`config.mk`:
```
export PLATFORM = sky130hd
export DESIGN_NAME = led_matrix_scanner
export DESIGN_NICKNAME = d
export VERILOG_FILES = /design/src/rtl/led_matrix_scanner.sv
export SDC_FILE = /design/constraint.sdc
export NUM_CORES = 1
export LEC_CHECK = 0
export BUFFER_PORTS_ARGS = -buffer_cell sky130_fd_sc_hd__clkbuf_2
export CELL_PAD_IN_SITES_DETAIL_PLACEMENT = 1
export CELL_PAD_IN_SITES_GLOBAL_PLACEMENT = 1
export CORE_MARGIN = 8
export CORE_UTILIZATION = 50
export CTS_CLUSTER_DIAMETER = 60
export DETAILED_ROUTE_END_ITERATION = 10
export PLACE_DENSITY = 0.84
export RECOVER_POWER = 50
export SLEW_MARGIN = 10
export SYNTH_ARGS = -nofsm -noshare
export SYNTH_HDL_FRONTEND = slang
export SYNTH_SLANG_ARGS = --single-unit
```
`constraint.sdc`:
```
create_clock -name clk -period 4.1 [get_ports clk]
set_clock_uncertainty 0.1 [all_clocks]
set_input_delay 0.41 -clock clk [delete_from_list [all_inputs] [get_ports clk]]
set_output_delay 0.41 -clock clk [all_outputs]
set_load 0.02 [all_outputs]
```
`src/rtl/led_matrix_scanner.sv`:
```
// led_matrix_scanner: double-buffered 7x5 LED row scanner with inter-row blanking
module led_matrix_scanner #(
  parameter int BLANK_CYC      = 500,
  parameter int DWELL_CYC      = 50000,
  parameter bit ROW_ACTIVE_LOW = 1'b1
) (
  input  logic        clk,
  input  logic        rst,
  input  logic [34:0] frame_in,
  input  logic        frame_valid,
  output logic [6:0]  linhas,
  output logic [4:0]  colunas,
  output logic        frame_start,
  output logic        pending
);
  localparam int MAXC = BLANK_CYC > DWELL_CYC ? BLANK_CYC : DWELL_CYC;
  localparam int CW = MAXC > 1 ? $clog2(MAXC) : 1;
  localparam logic [0:0] S_BLANK = 1'b0;
  localparam logic [0:0] S_DWELL = 1'b1;
  localparam logic [6:0] ROWS_IDLE = {7{ROW_ACTIVE_LOW}};
  logic [0:0]    state_q, state_d;
  logic [2:0]    row_q, row_d;
  logic [CW-1:0] cnt_q, cnt_d;
  logic [34:0]   active_q, active_d, shadow_q, shadow_d;
  logic          pending_q, pending_d, frame_start_q, frame_start_d;
  logic [6:0]    linhas_q, linhas_d;
  logic [4:0]    colunas_q, colunas_d, seg;
  logic          swap;
  // Blank/dwell sequencer: count out each phase, advance the row after its dwell
  always_comb begin
    state_d = state_q;
    cnt_d = cnt_q + 1'b1;
    row_d = row_q;
    if (state_q == S_BLANK && cnt_q == CW'(BLANK_CYC - 1)) begin
      state_d = S_DWELL;
      cnt_d = '0;
    end
    if (state_q == S_DWELL && cnt_q == CW'(DWELL_CYC - 1)) begin
      state_d = S_BLANK;
      cnt_d = '0;
      row_d = row_q == 3'd6 ? 3'd0 : row_q + 3'd1;
    end
  end
  // Shadow capture and tear-free swap on the first blank cycle of row 0
  always_comb begin
    swap = state_q == S_BLANK && row_q == 3'd0 && cnt_q == '0;
    shadow_d = frame_valid ? frame_in : shadow_q;
    active_d = active_q;
    pending_d = pending_q | frame_valid;
    frame_start_d = 1'b0;
    if (swap) begin
      active_d = frame_valid ? frame_in : pending_q ? shadow_q : active_q;
      pending_d = 1'b0;
      frame_start_d = frame_valid | pending_q;
    end
  end
  // Pin images for the current phase, registered so outputs never glitch
  always_comb begin
    seg = 5'(active_q >> (6'(row_q) * 6'd5));
    colunas_d = state_q == S_DWELL ? {seg[0], seg[1], seg[2], seg[3], seg[4]} : 5'd0;
    linhas_d = ROWS_IDLE ^ (state_q == S_DWELL ? 7'h40 >> row_q : 7'h00);
  end
  // State and output registers, cleared asynchronously
  always_ff @(posedge clk or negedge rst) begin
    if (!rst) begin
      state_q <= S_BLANK;
      row_q <= 3'd0;
      cnt_q <= '0;
      active_q <= '0;
      shadow_q <= '0;
      pending_q <= 1'b0;
      frame_start_q <= 1'b0;
      linhas_q <= ROWS_IDLE;
      colunas_q <= 5'd0;
    end else begin
      state_q <= state_d;
      row_q <= row_d;
      cnt_q <= cnt_d;
      active_q <= active_d;
      shadow_q <= shadow_d;
      pending_q <= pending_d;
      frame_start_q <= frame_start_d;
      linhas_q <= linhas_d;
      colunas_q <= colunas_d;
    end
  end
  assign linhas = linhas_q;
  assign colunas = colunas_q;
  assign frame_start = frame_start_q;
  assign pending = pending_q;
endmodule

```
# After elaboration in Yosys (flattened, before gate mapping)
# Cells that the tools add are included.
[word_totals]
reg_bits = 104
out_inout_bits = 14
[op_classes]
addsub = 2
n_mul = 1
eq_ne = 3
shifts = 2
n_mux = 11
n_bitwise = 3
n_reduce_logical = 9
[ops]
columns = ["op", "n"]
rows = [
  ["$mux W35", 2],
  ["$shr A35 B6 Y5", 1],
  ["$mux W16", 2],
  ["$add A16 B1 Y16 const B", 1],
  ["$eq A16 B16 Y1 const B", 1],
  ["$eq A16 B9 Y1 const B", 1],
  ["$logic_not A16 Y1", 1],
  ["$mux W7", 1],
  ["$not A7 Y7", 1],
  ["$shr A7 B3 Y7 const A", 1],
  ["$mul A3 B3 Y6 const B", 1],
  ["$mux W5", 1],
  ["$logic_and A1 B1 Y1", 4],
  ["$mux W1", 4],
  ["$reduce_bool A2 Y1", 2],
  ["$add A3 B1 Y3 const B", 1],
  ["$eq A3 B3 Y1 const B", 1],
  ["$logic_not A3 Y1", 1],
  ["$mux W3", 1],
  ["$reduce_and A2 Y1", 1],
  ["$not A1 Y1", 1],
  ["$or A1 B1 Y1", 1],
]

# Depth between registers and ports, before layout
# Gate-level depths: netlist (run 1).
[depth]
ltp_word = 4
ltp_mapped = 7

# Worst setup path before layout (run 1)
# No wires, ideal clock.
[synth_path]
path_kind = "register to register"
startpoint = "register cnt_q[0]"
endpoint = "register active_q[0]"
arrival_time_ns = 1.835
slack_ns = 2.041
stages_incl_launch_ff = 8
synth_period_minus_slack_ns = 2.059
path_cell_list = "dfrtp_1 -> inv_1 -> ha_1 -> nor4b_1 -> nand4b_1 -> nor3_4 -> buf_6 -> mux2_2"
[synth_via]
elab_chain_cells = 3
[synth_lines]
columns = ["element", "line", "rtl"]
rows = [
  ["start: declaration", "23", "logic [CW-1:0] cnt_q, cnt_d;"],
  ["start signal: assignment", "78", "cnt_q <= cnt_d;"],
  ["$logic_not A16 Y1", "46", "swap = state_q == S_BLANK && row_q == 3'd0 && cnt_q == '0;"],
  ["$logic_and A1 B1 Y1", "46", ""],
  ["$reduce_and A2 Y1 (no source line)", "n/a", ""],
  ["end signal: assignment", "79", "active_q <= active_d;"],
  ["end: declaration", "24", "logic [34:0] active_q, active_d, shadow_q, shadow_d;"],
]
# No other way between the ends.
# A chain may end at the register's enable or synchronous reset.

==> out/metrics.cfg, run 1 <==
[status]
status=complete, but fails checks
violations=max-capacitance violations, max-slew violations

[sta]
fin_crit_sh_pct=66.3
finalSetupTns_ns=0
min_period_ns=2.72
drv_slew=79
timing.final.ws_setup_ns=1.38
tightestPinTransition_ns=1.88
rsz0062_at_grt=no
setup_violations=0
hold_viol=0
slew_headroom_pct=-25.1
max_freq_ghz=0.368

[synth]
yosysUniqueCellTypes=36
yosys_warnings=0
syn_avg_cell_area_um2=13.9
ys_seq_area_share_pct=60.0
synthFlopType=dfrtp_1
mappedNetlistNets=354
syn_area_um2=4360
synth_top_cell_area_share_pct=55.7
synthCells=313
synth_edf_count=0
postSynth.asyncResetShare_pct=100
synth.area.top_cells=dfrtp_1 (56%), mux2_2 (19%), dfstp_2 (4.2%)
netlist_top_cells_count=dfrtp_1 (97), mux2_2 (72), nor2_1 (20)
yosys.area.top_type=dfrtp_1
yosysMostFrequentCell=dfrtp_1
ys_seq_elements=104

[critical_path]
required_ns=4.25
critical_path_buf_inv_count=2
arrival_ns=2.87
worstPathCellList=clkbuf_2 > clkbuf_1
crit_family=buffers and inverters
critPathCaptureType=async pin
startpoint_type=primary input
timing_worst_setup_path_type=in -> async
critPathMaxStageDelay_ns=1.32
crit_fanout=78
crit_slowest_cell=clkbuf_2

[grt]
grt_overflow=0
grt_max_degree=79
antenna_found_initial=0
grt.total_usage_pct=17.4
grt_pass1_vias=2972
grt_first_pass_wirelength_um=15800

[floorplan]
design.portCount=52
die_y_um=109
die_w_um=109
dieArea_um2=12000
start_util_pct=50.7
fp-row-count=34
core_um2=8590

[pwr]
swShare_pct=23.5
p_int_mw=1.44
pwr-share-comb_pct=6.9
power_density_nw_per_um2=388
ir_worst_vdd_mv=0.178
p_switching_mw=0.444
pwr-share-clk_pct=33.9
seqPwrFrac_pct=59.2
p_leak_nw=2.22

[clock_tree]
path_clk_slew_ns=0.10
cts_max_path_buffers=2
cts_setup_buffers=0
cts_max_level=3
cts_tree=yes
ctsHoldBuffers=0
clock_sinks=104
cts-root-buf=clkbuf_8
post_cts_resized=0
clkLatencyLatePin_ns=0.37
numCtsBuffers=9

[placed_design]
io_buffers=51
dp_hpwl_um=6790
place_inst=458
place_congestion=0.833
pre_cts_slack_ns=1.55

[detailed_routing]
first_pass_iters=4
viasPerCell=5.56
first_iter_violations=86
wl_per_cell_um=20.0
antenna_left=0
routed_wl_um=9480
drc=0
via_count=2637

[run]
cap_viol_max_count=1

[cells_and_area]
nFillCells=860
antenna_cells=0
area_growth_pct=11.8
fin_cells=474
nNetsFinal=402
drive_above_1_share_pct=34.2

[hold_path]
holdCritPathClass=in -> reg

==> state kept, by name, summed over array words and instances (netlist names) <==
name,flops
active_q,35
shadow_q,35
cnt_q,16
linhas,7
colunas,5
row_q,3
frame_start,1
pending,1
state_q,1
==> kinds of logic after synthesis <==
group                      synth area share (%)
AOI/OAI and AO/OA                          3.39
xor gates and xnor gates                   2.61
adders and majority gates                 0.862
buffers and inverters                      2.59
DFF                                        60.0
muxes                                      22.4
and+or+nand+nor                            8.25
==> per-stage QoR <==
stage / instance area [um2] / hold slack (ns) / utilization [%] / power, mW
after floorplan: 4360 / 0.0144 / - / 1.21
after global placement: 4680 / 0.381 / 54.5 / 1.26
after detailed placement: 4680 / 0.385 / 54.5 / 1.28
after CTS: 4880 / 0.117 / 56.8 / 1.92
after global routing: 4870 / 0.176 / 56.7 / 1.96
final: 4870 / 0.175 / 56.7 / 1.89
==> worst paths after layout <==
kind / start / endpoint / slack [ns] / depth (start not counted)
hold reg to reg: shadow_q[26] / shadow_q[26] / 0.40 / 1
setup / recovery: rst / shadow_q[31] / 1.38 / 2
setup reg to reg: row_q[0] / active_q[34] / 1.51 / 5
hold / removal: frame_in[17] / shadow_q[17] / 0.18 / 2
min in group asynchronous: rst / shadow_q[0] / 0.45 / 1
max in group clk: frame_valid / active_q[34] / 1.50 / 4
==> power groups by stage <==
stage	clock [mW]	combinational, mW	sequential (mW)
detailed placement	0	0.143	1.14
global placement	0	0.132	1.13
finish	0.640	0.131	1.12
global route	0.688	0.147	1.12
floorplan	0	0.0817	1.12
CTS	0.657	0.143	1.12
==> layer usage <==
layer  global-route usage (%)  vias up  wire length [um]
met2                     29.4       51              4930
met3                     3.52       13               387
met4                     7.14        0               157
met5                        0        -                 0
met1                     21.3     1363              4010
li1                         -     1210                 -
==> layout make-up <==
class / instances / area [um2] / share of cell area, %
Tap cell: 108 / 135 / 2.78
Timing Repair Buffer: 55 / 277 / 5.68
Sequential cell: 104 / 2610 / 53.6
Clock buffer: 11 / 131 / 2.70
Clock inverter: 5 / 63.8 / 1.31
Inverter: 5 / 18.8 / 0.386
Multi-Input combinational cell: 186 / 1630 / 33.5
==> layout by cell type, fill, tap and decap left out, types with 3 or more instances in the layout <==
cell	Yosys	routed
mux2_2	72	45
nand4_1	5	5
ha_1	3	3
dfstp_2	7	7
xnor2_1	3	3
dfrtp_1	97	97
mux2i_1	5	5
nor4_1	4	4
clkbuf_2	0	50
o211a_1	5	5
nand3_1	14	14
clkbuf_1	10	5
a21oi_1	3	3
nor2_1	20	20
o31ai_1	3	3
xor2_1	10	10
inv_1	5	5
mux2_1	0	27
mux4_2	5	5
nand2_1	11	11
o211ai_1	5	5
clkbuf_8	0	9
Power figures use the tool's default switching activity.
==> inputs of run 2 (changes only) <==
Settings changed: CORE_UTILIZATION 50 to 47, PLACE_DENSITY 0.84 to 0.8.
Clock period 4.1 ns to 2.8 ns, I/O delays scaled along.
==> out/metrics.cfg, run 2 (synthesis results as in run 1) <==
[cells_and_area]
area_growth_pct=12.7
fin_util_pct=53.9
nNetsFinal=406
reg.largest.list=active_q: 35 flops, shadow_q: 35 flops, cnt_q: 16 flops
mostFrequentLayoutCells=dfrtp_1 (97), mux2_2 (52), clkbuf_2 (37), nor2_1 (20), mux2_1 (20)
antenna_cells=0
drive_above_1_share_pct=33.5
final_common_cell=dfrtp_1

[critical_path]
cp-endpoint=active_q[7]
critPathCaptureType=flop
crit_fanout=36
r2r-start=cnt_q[0]
timing_worst_setup_path_type=reg -> reg
crit_slowest_cell=dfrtp_1
critical_path_buf_inv_count=2
worstPathCellList=inv_1 > ha_1 > nor4b_1 > nand4b_1 > nor3_4 > buf_12 > mux2_2
reg2reg_depth=7
required_ns=2.94
arrival_ns=2.29
startpoint_type=flop
critPathMaxStageDelay_ns=0.44
reg2reg_setup_slack_ns=0.65
crit_family=simple AND/OR/NAND/NOR gates
cp_num_cells=7
crit_start=cnt_q[0]
regToRegEndpoint=active_q[7]

[floorplan]
fp-row-count=35
design.portCount=52
core_um2=9110
die_y_um=112
start_util_pct=47.8
die_w_um=112
dieArea_um2=12600

[sta]
rsz0062_at_grt=no
min_period_ns=2.15
drv_slew=0
hold_viol=0
tightestPinTransition_ns=1.37
slew_headroom_pct=8.42
fin_crit_sh_pct=76.7
max_freq_ghz=0.466
setup_violations=0
timing.final.ws_setup_ns=0.653
finalSetupTns_ns=0

[grt]
grtUsageMet3_pct=2.90
grt_max_degree=56
grt_overflow=0
busiest_layer=met2
antenna_found_initial=0
grt_util_met2_pct=24.7
grt.total_usage_pct=15.5
grt_use_met1_pct=20.0
grt_pass1_vias=3008
grt_first_pass_wirelength_um=15600

[placed_design]
io_buffers=51
pre_cts_slack_ns=0.661
dp_hpwl_um=6450
place_congestion=0.817

[pwr]
power_mw=2.66
power_density_nw_per_um2=541
ir_worst_vdd_mv=0.243
p_leak_nw=2.20

[detailed_routing]
antenna_left=0
drc=0
routed_wl_um=9140
first_pass_iters=4
first_iter_violations=137
viasPerCell=5.54
wl_per_cell_um=19.0
via_count=2664

[hold_path]
holdPathStages=2
holdCritPathClass=in -> reg

[clock_tree]
clkLatencyLatePin_ns=0.36
clock_sinks=104
path_clk_slew_ns=0.10
numCtsBuffers=9
cts_max_level=3
cts-root-buf=clkbuf_8
cts_max_path_buffers=2
cts_tree=yes
cts_setup_buffers=0

[status]
status=complete, no violations

[run]
cap_viol_max_count=0

-- run 2: worst min path at each step --
stage                 startpoint           end
floorplan                    rst   active_q[0]
global placement             rst   shadow_q[6]
detailed placement           rst   shadow_q[6]
CTS                 frame_in[13]  shadow_q[13]
global route         frame_in[8]   shadow_q[8]
finish              frame_in[13]  shadow_q[13]
-- run 2: final cells by class --
class                   instances  area [um2]
flip-flops and latches        104        2610
repair buffers                 59         334
fillers                       944        4200
inverters                       5        18.8
multi-input cells             186        1630
clock buffers                  10         128
well taps                     111         139
clock inverters                 6        45.0
-- run 2: what timing repair did --
item	CTS	global route
hold buffers	1	0
resized for setup	0	0
endpoints found under the hold margin	51	0
-- run 2: per-stage QoR --
stage          area (um2)  hold WS (ns)  instances
3_3_place_gp         4750         0.263        464
3_5_place_dp         4750         0.277        464
5_1_grt              4910        0.0582        481
4_1_cts              4930        0.0486        481
6_report             4910        0.0614        481
2_1_floorplan        4360        -0.116        313
-- run 2: report_power, final --
group | leakage [nW] | internal, mW | switching [mW]
clock | 0.0789 | 0.327 | 0.502
combinational | 0.844 | 0.105 | 0.0934
sequential | 1.28 | 1.59 | 0.0350
total | 2.20 | 2.03 | 0.630
-- run 2: routing by layer --
| layer | vias to the layer above | routed length [um] |
|---|---|---|
| met2 | 54 | 4470 |
| met4 | 0 | 195 |
| met5 | - | 0 |
| met1 | 1380 | 4100 |
| met3 | 14 | 366 |
| li1 | 1216 | - |
